`config.mk`:
```
export PLATFORM = sky130hd
export DESIGN_NAME = jk_counter_reg
export DESIGN_NICKNAME = d
export VERILOG_FILES = /design/src/rtl/jk_pkg.sv /design/src/rtl/jk_cell.sv /design/src/rtl/jk_counter_reg.sv
export SDC_FILE = /design/constraint.sdc
export NUM_CORES = 1
export LEC_CHECK = 0
export BUFFER_PORTS_ARGS = -buffer_cell sky130_fd_sc_hd__buf_2
export CORE_UTILIZATION = 51
export DETAILED_ROUTE_END_ITERATION = 8
export PLACE_DENSITY = 0.89
export SLEW_MARGIN = 20
export SYNTH_ARGS = -nofsm -noshare
export SYNTH_HDL_FRONTEND = slang
export SYNTH_SLANG_ARGS = --single-unit
```
`constraint.sdc`:
```
create_clock -name clk -period 3.75 [get_ports clk]
set_clock_uncertainty 0.1 [all_clocks]
set_input_delay 0.375 -clock clk [delete_from_list [all_inputs] [get_ports clk]]
set_output_delay 0.375 -clock clk [all_outputs]
set_load 0.03 [all_outputs]
```
`src/rtl/jk_pkg.sv`:
```
// Shared types and constants for the JK counter register bank.
package jk_pkg;

  typedef enum logic [1:0] {
    JK_MODE_JK   = 2'b00,
    JK_MODE_UP   = 2'b01,
    JK_MODE_DOWN = 2'b10,
    JK_MODE_LOAD = 2'b11
  } jk_mode_e;

  // {J,K} pair encodings
  localparam logic [1:0] JK_HOLD = 2'b00;
  localparam logic [1:0] JK_CLR  = 2'b01;
  localparam logic [1:0] JK_SET  = 2'b10;
  localparam logic [1:0] JK_TGL  = 2'b11;

endpackage

```
`src/rtl/jk_cell.sv`:
```
// Single JK flip-flop with synchronous active-high reset to a per-cell value
// and an update enable.
module jk_cell
  import jk_pkg::*;
(
  input  logic clk,
  input  logic rst,
  input  logic rst_val,
  input  logic en,
  input  logic j,
  input  logic k,
  output logic q
);

  always_ff @(posedge clk) begin
    if (rst) begin
      q <= rst_val;
    end else if (en) begin
      case ({j, k})
        JK_HOLD: q <= q;
        JK_CLR:  q <= 1'b0;
        JK_SET:  q <= 1'b1;
        default: q <= ~q;
      endcase
    end
  end

endmodule

```
`src/rtl/jk_counter_reg.sv`:
```
// WIDTH-bit bank of JK cells acting as JK register, up/down counter or loadable
// register. Define JK_SATURATE_EN to make UP/DOWN saturate instead of wrapping.
module jk_counter_reg
  import jk_pkg::*;
#(
  parameter int               WIDTH   = 8,
  parameter logic [WIDTH-1:0] RST_VAL = '0
) (
  input  logic             clk,
  input  logic             rst,
  input  logic             en,
  input  logic [1:0]       mode,
  input  logic [WIDTH-1:0] J,
  input  logic [WIDTH-1:0] K,
  input  logic [WIDTH-1:0] d,
  output logic [WIDTH-1:0] Q,
  output logic             tc,
  output logic             wrap
);

  jk_mode_e         mode_e;
  logic [WIDTH-1:0] up_tgl;
  logic [WIDTH-1:0] dn_tgl;
  logic [WIDTH-1:0] j_eff;
  logic [WIDTH-1:0] k_eff;
  logic             sat_hold;

  assign mode_e = jk_mode_e'(mode);

  // Ripple toggle conditions: bit i toggles when all lower bits are 1 (up) / 0 (down).
  always_comb begin
    logic up_c;
    logic dn_c;
    up_c   = 1'b1;
    dn_c   = 1'b1;
    up_tgl = '0;
    dn_tgl = '0;
    for (int i = 0; i < WIDTH; i++) begin
      up_tgl[i] = up_c;
      dn_tgl[i] = dn_c;
      up_c      = up_c & Q[i];
      dn_c      = dn_c & ~Q[i];
    end
  end

  assign tc = ((mode_e == JK_MODE_UP)   && (&Q)) ||
              ((mode_e == JK_MODE_DOWN) && (~|Q));

`ifdef JK_SATURATE_EN
  assign sat_hold = tc;
`else
  assign sat_hold = 1'b0;
`endif

  always_comb begin
    j_eff = J;
    k_eff = K;
    case (mode_e)
      JK_MODE_JK: begin
        j_eff = J;
        k_eff = K;
      end
      JK_MODE_UP: begin
        j_eff = sat_hold ? '0 : up_tgl;
        k_eff = sat_hold ? '0 : up_tgl;
      end
      JK_MODE_DOWN: begin
        j_eff = sat_hold ? '0 : dn_tgl;
        k_eff = sat_hold ? '0 : dn_tgl;
      end
      JK_MODE_LOAD: begin
        j_eff = d;
        k_eff = ~d;
      end
      default: begin
        j_eff = J;
        k_eff = K;
      end
    endcase
  end

  for (genvar i = 0; i < WIDTH; i++) begin : g_cell
    jk_cell u_cell (
      .clk     (clk),
      .rst     (rst),
      .rst_val (RST_VAL[i]),
      .en      (en),
      .j       (j_eff[i]),
      .k       (k_eff[i]),
      .q       (Q[i])
    );
  end

  always_ff @(posedge clk) begin
    if (rst) begin
      wrap <= 1'b0;
    end else begin
      wrap <= en && tc;
    end
  end

endmodule

```
==> key figures, run 1 <==
STA
  • Final setup fails: 0
  • Hold Slack: about 0.31 ns
  • Hold Fails Final Rpt: 0
  • RSZ-0062 raised after global routing: false
  • Slew Limit Fails: 0
  • Slew margin rel.: a little over two thirds
  • Tcrit/Tclk final: about three quarters
  • Peak Freq: around 360 MHz
  • Worst-Margin Slew: 0.4427 ns
  • Post-layout min period: about 2.8 ns
  • Final setup TNS: 0 ns

Floorplan
  • Row count: 17
  • Die height: roughly 51 um
  • Io pins: 39
  • Starting Density: approximately 55%
  • Die Area: ~2600 um^2
  • Die width: just over 50 um
  • Core ar.: between 2000 and 2500 um^2

Routing
  • Wire length per cell after detailed routing: about 13 um
  • Total number of vias: roughly 1300
  • Max layer used: met4
  • Routed Antenna Nets: 0
  • First drt pass iteration count: 4
  • Met2 WL: between 1000 and 1500 um
  • Total Wirelength: 2807 um
  • DR vias/cell: about 6.1
  • Met3 Routed Length: ~170 um
  • Drt drc: 0
  • Met1 WL: roughly 1200 um
  • DR iter-0 viols: 33

GRT
  • Vias in the first global route: roughly 1100
  • Initial antenna violation count: 0
  • Largest net degree at the start of global routing: 25
  • First-pass GRT wire length: around 4700 um
  • Global-route usage over all layers: approximately a quarter
  • Total gr overflow: 0

Yosys
  • Yosys top cell area share: roughly 16%
  • Synthesized area per cell: 7.840 um^2
  • Post-synth EDFFs: 0
  • Distinct cells, synth: 44
  • Cells after Synth: 158
  • Top-count cell post-synth: ha_1
  • Top_reg_cell synth: dfxtp_1
  • Share of flip-flops with an asynchronous set or reset: 0%
  • Register area share after synthesis: between 10% and 20%
  • Post-Syn Nets: 203
  • Ranking of synthesized cells by area: ha_1 16%, dfxtp_1 15%, nor2b_1 6.1%, a311oi_1 5.7%, nand2b_1 5.6%
  • Yosys warnings: 0
  • Yosys reg bits: 9
  • Leading area contributor after synthesis: ha_1
  • Synth cell count leaders: 16 x ha_1, 13 x a21oi_1, 12 x nor2b_1
  • Netlist Area Pre-Place: around 1200 um^2

Power and ir drop
  • Sw frac: 41.17%
  • Switching power: around 0.17 mW
  • Pint: 0.2470 mW
  • Peak supply drop: 0.2097 mV
  • PD cells: approximately 300 nW/um^2
  • Combinational Power Share: between 50% and 60%
  • Clk pwr share: between 10% and 20%
  • Reg power frac: 30.5%
  • Leakage: roughly 0.63 nW

CTS
  • Post-CTS Setup Repair Bufs: 0
  • CTS resizes: 0
  • H-tree levels: 1
  • Clk pin slew, worst setup/hold paths: ~0.070 ns
  • Max Buffers Root-to-Sink: 2
  • Root Buffer: clkbuf_4
  • CTS sink cnt: 9
  • Post-CTS Hold Buffers: 0
  • Clock Latency Late Sink: 0.27 ns
  • CTS buffer count: 3
  • CTS tree: built

Setup path
  • Launch point of the worst reg-to-reg path: g_cell[0].u_cell.q$_SDFFE_PP0P_
  • Crit-path max FO: 12
  • WP data required: 3.80 ns
  • Crit. Startpoint: g_cell[0].u_cell.q$_SDFFE_PP0P_
  • Critical path capture point type: flip-flop
  • Largest stage delay, worst path: 0.63 ns
  • Cell chain of the critical path: or4_1, or4_4, a32o_1, ha_1, or2_2, a21oi_1, a311oi_1
  • Startpoint Class: flip-flop
  • Arr. time, crit path: around 2.8 ns
  • Crit Path Category: reg -> reg
  • Critical-path top delay cell: or4_1

Layout
  • Share of cells above drive strength 1: roughly 28%
  • Layout area overhead: 12.83%
  • Final layout net count: 230
  • Final core occ: 61.99%
  • # diodes: 0

Place
  • RePlAce Congestion: 0.8070
  • Port bufs: 38
  • Post-DP HPWL: roughly 2200 um

Job
  • Max Cap Viol: 0

Status
  • Status: completed

Min path
  • Hold Startpoint: rst
  • Hold WC Path Type: in -> reg
## metrics by stage
| step | worst slack (ns) | total power [mW] | cell area (um^2) | cells |
|---|---|---|---|---|
| floorplan | 1.057 | 0.3005 | 1239 | 158 |
| global placement | 0.9543 | 0.3273 | 1371 | 208 |
| detailed placement | 0.9031 | 0.3411 | 1371 | 208 |
| CTS | 0.9507 | 0.4223 | 1398 | 212 |
| global route | 0.8278 | 0.4531 | 1398 | 212 |
| finish | 0.9528 | 0.4198 | 1398 | 212 |
## layer usage
metal  up-vias  global-route usage [%]
met5         -                       0
met4         0                   11.26
met3         5                   3.274
met2        47                   42.98
met1       595                   27.40
li1        643                       -
## critical path: cells and delay by family (launching register included)
| kind | cells | cell delay (ns) |
|---|---|---|
| AO/OA/AOI/OAI | 3 | 0.49 |
| flip-flops | 1 | 0.41 |
| adder cells (fa/ha/maj) | 1 | 0.30 |
| AND/OR/NAND/NOR | 3 | 1.38 |
## cell usage in the layout, fill, tap and decap left out, types with 3 or more instances in the layout
master and n:
buf_2 38, ha_1 16, a21oi_1 13, nor2b_1 12, nand2b_1 11, nand2_1 9, or2_2 9, dfxtp_1 9
a311oi_1 8, o21ai_0 5, nand3_1 4, o31a_1 4, and3_1 3, nor3_1 3, o31ai_1 3, clkbuf_4 3
## cell type report
cell class | instances | area (um^2)
multi-input cells | 131 | 958.4
repair buffers | 38 | 190.2
fillers | 210 | 857.1
flip-flops and latches | 9 | 180.2
inverters | 2 | 7.507
clock buffers | 4 | 26.28
well taps | 28 | 35.03
## final timing paths
check / to / slack, ns / cells after the start
setup / recovery: g_cell[5].u_cell.q$_SDFFE_PP0P_ / 0.95 / 7
hold / removal: g_cell[4].u_cell.q$_SDFFE_PP0P_ / 0.31 / 2
setup reg to reg: g_cell[5].u_cell.q$_SDFFE_PP0P_ / 0.95 / 7
hold reg to reg: wrap$_SDFF_PP0_ / 0.43 / 2
## registers in the layout, summed over array words and instances, names as in the netlist
name and cells:
wrap 1, g_cell.u_cell.q 8
## kinds of logic (layout without fill, tap and decap cells)
| family | after synthesis | in the layout | share of synthesized area (%) |
|---|---|---|---|
| compound gates | 50 | 50 | 29.70 |
| fa+ha+maj | 16 | 16 | 16.16 |
| buf+inv | 18 | 44 | 8.080 |
| flops | 9 | 9 | 14.55 |
| simple gates | 65 | 65 | 31.51 |
## power groups by stage
| stage | Combinational (mW) | Clock (mW) | Sequential, mW |
|---|---|---|---|
| floorplan | 0.178 | 0 | 0.122 |
| finish | 0.211 | 0.0804 | 0.128 |
| global route | 0.236 | 0.0870 | 0.130 |
| CTS | 0.213 | 0.0824 | 0.127 |
| global placement | 0.199 | 0 | 0.128 |
| detailed placement | 0.211 | 0 | 0.130 |
Note: power is estimated with default switching activity, not from simulation.
==> run 2: changes to the inputs <==
==> constraint.sdc (replaced) <==
create_clock -name clk -period 2.69 [get_ports clk]
set_clock_uncertainty 0.1 [all_clocks]
set_input_delay 0.269 -clock clk [delete_from_list [all_inputs] [get_ports clk]]
set_output_delay 0.269 -clock clk [all_outputs]
set_load 0.03 [all_outputs]
==> key figures, run 2 (synthesis results as in run 1) <==
Status
  • Status: completed

STA
  • Final setup TNS: 0 ns (unchanged)
  • Slew Limit Fails: 0 (unchanged)
  • Hold Fails Final Rpt: 0 (unchanged)
  • Tcrit/Tclk final: 98.42% (+24 points)
  • Peak Freq: 377.7 MHz (+5.7%)
  • Post-layout min period: 2.648 ns (-0.1496 ns)
  • Final setup fails: 0 (unchanged)
  • Slew margin rel.: 75.98% (+5.6 points)
  • Worst-Margin Slew: 0.3581 ns (-0.08456 ns)
  • Final setup margin: 0.04240 ns (-0.9104 ns)
  • Hold Slack: 0.2192 ns (-0.08975 ns)

Setup path
  • Worst R2R Path Depth: 7 (unchanged)
  • Cell chain of the critical path: or4_4, or4_4, a32o_2, ha_4, or2_2, a21oi_2, a311oi_1
  • CP dominant cell by count: or4_4
  • WP data required: 2.73 ns (-1.07 ns)
  • Crit-path max FO: 5 (-7)
  • Crit Path Category: reg -> reg
  • Arr. time, crit path: 2.68 ns (-0.16 ns)
  • Critical path capture point type: flip-flop
  • Critical-path top delay cell: or4_4
  • Startpoint Class: flip-flop
  • Largest stage delay, worst path: 0.54 ns (-0.09 ns)

Place
  • Dpl ws: 0.01357 ns (-0.8895 ns)
  • Port bufs: 38 (unchanged)
  • RePlAce Congestion: 0.7397 (-8.3%)
  • Post-DP HPWL: 2497 um (+14%)

Layout
  • Commonest non-fill, non-tap cell in the layout: buf_2
  • Fillers: 199 (-5.2%)
  • Register Area: 181.4 um^2 (+0.69%)
  • Commonest cells after routing, fill and taps aside: 38 x buf_2, 15 x ha_1, 12 x a21oi_1, 12 x nor2b_1, 11 x nand2b_1
  • Largest regs: g_cell.u_cell.q x8, wrap x1
  • # diodes: 0 (unchanged)
  • Share of cells above drive strength 1: 34.03% (+5.8 points)
  • Layout area overhead: 19.49%
  • Final layout net count: 237 (+3.0%)
  • Final core occ: 65.65% (+3.7 points)
  • Largest Register: g_cell.u_cell.q
  • Largest register FFs: 8 (unchanged)
  • Area of the multi-input gates: 987.2 um^2 (+3.0%)

Routing
  • Routed Antenna Nets: 0 (unchanged)
  • Drt drc: 0 (unchanged)
  • Total Wirelength: 3293 um (+17%)
  • First drt pass iteration count: 4 (unchanged)
  • DR iter-0 viols: 30 (-9.1%)
  • Wire length per cell after detailed routing: 15.04 um (+14%)
  • DR vias/cell: 6.301 (+3.6%)
  • Total number of vias: 1380 (+7.0%)

CTS
  • Root Buffer: clkbuf_4
  • Clk pin slew, worst setup/hold paths: 0.06 ns (about the same)
  • CTS tree: built
  • Max Buffers Root-to-Sink: 2 (unchanged)
  • Clock Latency Late Sink: 0.27 ns (about the same)
  • Post-CTS Setup Repair Bufs: 0 (unchanged)
  • H-tree levels: 1 (unchanged)
  • CTS buffer count: 3 (unchanged)
  • Post-CTS Hold Buffers: 0 (unchanged)
  • CTS resizes: 0 (unchanged)
  • CTS sink cnt: 9 (unchanged)

Power and ir drop
  • Switching power: 0.2548 mW (+47%)
  • Total power: 0.6208 mW (+48%)
  • Clk pwr share: 17.5% (-1.6 points)
  • Sw frac: 41.04% (-0.13 points)
  • Peak supply drop: 0.2802 mV (+34%)
  • Reg power frac: 27.5% (-3.0 points)
  • Pint: 0.3660 mW (+48%)
  • Combinational Power Share: 54.9% (+4.6 points)
  • PD cells: 419.4 nW/um^2 (+40%)
  • Leakage: 0.6694 nW (+6.5%)

Min path
  • Hold WC Path Type: in -> reg
  • Hold Crit Depth: 2 (unchanged)

Floorplan
  • Die Area: 2630 um^2 (unchanged)
  • Core ar.: 2255 um^2 (unchanged)
  • Row count: 17 (unchanged)
  • Die width: 51.28 um (unchanged)
  • Starting Density: 54.94% (unchanged)
  • Die height: 51.28 um (unchanged)
  • Io pins: 39 (unchanged)

GRT
  • First-pass GRT wire length: 5195 um (+11%)
  • Total gr overflow: 0 (unchanged)
  • Initial antenna violation count: 0 (unchanged)
  • Vias in the first global route: 1325 (+16%)
  • Largest net degree at the start of global routing: 18 (-28%)
  • Global-route usage over all layers: 26.08% (+2.2 points)

Job
  • Max Cap Viol: 0 (unchanged)
[run 2: layout make-up]
type	count	area share, %
timing repair buffer	45	16.40
tap	28	2.367
sequential	9	12.26
clock buffer	4	1.775
inverter	2	0.5072
multi-input combinational	131	66.69
[run 2: critical path: cells and delay by family, from the launching register on]
family	cells	cell delay, ns
AO/OA/AOI/OAI	3	0.53
adder cells (fa/ha/maj)	1	0.25
AND/OR/NAND/NOR	3	1.30
flip-flops	1	0.34
[run 2: final timing paths]
| path | from | to | slack (ns) |
|---|---|---|---|
| setup / recovery | g_cell[2].u_cell.q$_SDFFE_PP0P_ | g_cell[5].u_cell.q$_SDFFE_PP0P_ | 0.04 |
| hold / removal | rst | g_cell[4].u_cell.q$_SDFFE_PP0P_ | 0.22 |
| setup reg to reg | g_cell[2].u_cell.q$_SDFFE_PP0P_ | g_cell[5].u_cell.q$_SDFFE_PP0P_ | 0.04 |
| hold reg to reg | g_cell[2].u_cell.q$_SDFFE_PP0P_ | g_cell[2].u_cell.q$_SDFFE_PP0P_ | 0.40 |
[run 2: per-layer routing]
layer,track usage [%],share of wire [%],vias to the layer above
met5,0,0,-
met4,11.71,2.0,0
met3,4.464,6.5,11
met2,47.81,49,64
met1,29.00,42,639
li1,-,-,666
[run 2: through the flow]
step	cells	area (um^2)
2_1_floorplan	158	1239
3_3_place_gp	215	1424
3_5_place_dp	215	1424
4_1_cts	219	1450
5_1_grt	219	1480
6_report	219	1480
[run 2: power groups by stage]
stage	Sequential (mW)	Combinational, mW	Clock, mW
floorplan	0.171	0.248	0
global placement	0.169	0.304	0
detailed placement	0.171	0.327	0
CTS	0.168	0.328	0.111
global route	0.173	0.377	0.117
finish	0.171	0.341	0.109
==> run 3: changes to the inputs <==
--- a/config.mk
+++ b/config.mk
@@ -6,6 +6,7 @@
 export NUM_CORES = 1
 export LEC_CHECK = 0
 export BUFFER_PORTS_ARGS = -buffer_cell sky130_fd_sc_hd__buf_2
+export CORE_MARGIN = 1.5
 export CORE_UTILIZATION = 51
 export DETAILED_ROUTE_END_ITERATION = 8
 export PLACE_DENSITY = 0.89
==> key figures, run 3 (synthesis results as in run 1) <==
Status
  • Status: completed

Setup path
  • Critical-path top delay cell: or4_1
  • Startpoint Class: flip-flop
  • Crit-path max FO: 5 (unchanged)
  • Cell chain of the critical path: or4_1, or4_4, a32o_1, ha_1, or2_2, a21oi_2, a311oi_1
  • WP data required: 2.73 ns (about the same)
  • Largest stage delay, worst path: 0.54 ns (about the same)
  • Critical path capture point type: flip-flop
  • Crit Path Category: reg -> reg
  • FF-to-FF setup slack: 0.06 ns (+0.02 ns)
  • Arr. time, crit path: 2.67 ns (about the same)

Routing
  • Drt drc: 0 (unchanged)
  • Total number of vias: 1378 (-0.14%)
  • Routed Antenna Nets: 0 (unchanged)
  • First drt pass iteration count: 4 (unchanged)
  • Wire length per cell after detailed routing: 14.56 um (-3.2%)
  • DR iter-0 viols: 26 (-13%)
  • Total Wirelength: 3174 um (-3.6%)
  • DR vias/cell: 6.321 (+0.31%)

Place
  • Post-DP HPWL: 2476 um (-0.85%)
  • Port bufs: 38 (unchanged)
  • RePlAce Congestion: 0.7811 (+5.6%)

STA
  • Final setup TNS: 0 ns (unchanged)
  • Slew Limit Fails: 0 (unchanged)
  • Final setup fails: 0 (unchanged)
  • Tcrit/Tclk final: 97.68% (-0.75 points)
  • Peak Freq: 380.6 MHz (+0.76%)
  • Worst-Margin Slew: 0.4650 ns (+0.1069 ns)
  • Slew margin rel.: 68.88% (-7.1 points)
  • Post-layout min period: 2.628 ns (-0.02006 ns)
  • Hold Fails Final Rpt: 0 (unchanged)
  • Hold Slack: 0.2049 ns (-0.01423 ns)

Floorplan
  • Row count: 17 (unchanged)
  • Io pins: 39 (unchanged)
  • Die height: 52.28 um (+2.0%)
  • Die Area: 2733 um^2 (+3.9%)
  • Starting Density: 54.94% (unchanged)
  • Die width: 52.28 um (+2.0%)
  • Core ar.: 2255 um^2 (unchanged)

Min path
  • Hold WC Path Type: in -> reg

CTS
  • CTS tree: built
  • Root Buffer: clkbuf_4
  • Post-CTS Hold Buffers: 0 (unchanged)
  • CTS buffer count: 3 (unchanged)
  • H-tree levels: 1 (unchanged)
  • Clock Latency Late Sink: 0.27 ns (about the same)
  • Clk pin slew, worst setup/hold paths: 0.07 ns (about the same)
  • CTS sink cnt: 9 (unchanged)
  • Post-CTS Setup Repair Bufs: 0 (unchanged)
  • Max Buffers Root-to-Sink: 2 (unchanged)
  • CTS resizes: 0 (unchanged)

Layout
  • Commonest cells after routing, fill and taps aside: 38 x buf_2, 16 x ha_1, 12 x a21oi_1, 12 x nor2b_1, 11 x nand2b_1
  • Commonest non-fill, non-tap cell in the layout: buf_2
  • # diodes: 0 (unchanged)
  • Largest Register: g_cell.u_cell.q
  • Fillers: 219 (+10%)
  • Largest regs: g_cell.u_cell.q x8, wrap x1
  • Largest register FFs: 8 (unchanged)
  • Final layout net count: 236 (-0.42%)
  • Share of cells above drive strength 1: 31.05% (-3.0 points)
  • Layout area overhead: 16.77%

Job
  • Max Cap Viol: 0 (unchanged)

GRT
  • Largest net degree at the start of global routing: 18 (unchanged)
  • Vias in the first global route: 1288 (-2.8%)
  • Total gr overflow: 0 (unchanged)
  • Initial antenna violation count: 0 (unchanged)
  • First-pass GRT wire length: 5195 um (unchanged)
  • Global-route usage over all layers: 25.73% (-0.35 points)

Power and ir drop
  • PD cells: 421.5 nW/um^2 (+0.51%)
  • Peak supply drop: 0.2388 mV (-15%)
  • Leakage: 0.6591 nW (-1.5%)
[run 3: critical path: cells and delay by family, from the launching register on]
kind	cells	cell delay [ns]
AO/OA/AOI/OAI	3	0.49
AND/OR/NAND/NOR	3	1.27
adder cells (fa/ha/maj)	1	0.30
flip-flops	1	0.34
[run 3: per-layer routing]
metal / GRT usage (%) / vias to the layer above / wire length, um
met3: 5.143 / 15 / 199
met2: 48.75 / 57 / 1573
met5: 0 / - / 0
met4: 10.26 / 0 / 96
li1: - / 659 / -
met1: 27.21 / 647 / 1305
[run 3: metrics by stage]
stage | power (mW) | instance area [um^2] | setup WS (ns) | std cells | utilization (%)
finish | 0.6097 | 1446 | 0.06245 | 218 | 64.15
CTS | 0.6083 | 1443 | 0.07460 | 218 | 63.98
global route | 0.6617 | 1446 | -0.01864 | 218 | 64.15
global placement | 0.4725 | 1416 | 0.1366 | 214 | 62.82
floorplan | 0.4189 | 1239 | 0.07107 | 158 | -
detailed placement | 0.4950 | 1416 | 0.09014 | 214 | 62.82
[run 3: layout make-up]
cell class	count	area, um^2	share of cell area, %
timing repair buffer	44	235.2	16.26
multi-input combinational	131	962.2	66.52
clock buffer	4	26.28	1.817
sequential	9	180.2	12.46
inverter	2	7.507	0.5190
tap	28	35.03	2.422
[run 3: worst paths after layout]
path | from | to | cells after the start
max | g_cell[2].u_cell.q$_SDFFE_PP0P_ | g_cell[5].u_cell.q$_SDFFE_PP0P_ | 7
min | rst | g_cell[6].u_cell.q$_SDFFE_PP0P_ | 2
max reg2reg | g_cell[2].u_cell.q$_SDFFE_PP0P_ | g_cell[5].u_cell.q$_SDFFE_PP0P_ | 7
min reg2reg | g_cell[2].u_cell.q$_SDFFE_PP0P_ | g_cell[2].u_cell.q$_SDFFE_PP0P_ | 1
[run 3: where the power goes]
group / total [mW] / switching [mW] / internal (mW)
clock: 0.112 / 0.0544 / 0.0574
sequential: 0.168 / 0.0181 / 0.150
combinational: 0.329 / 0.179 / 0.150
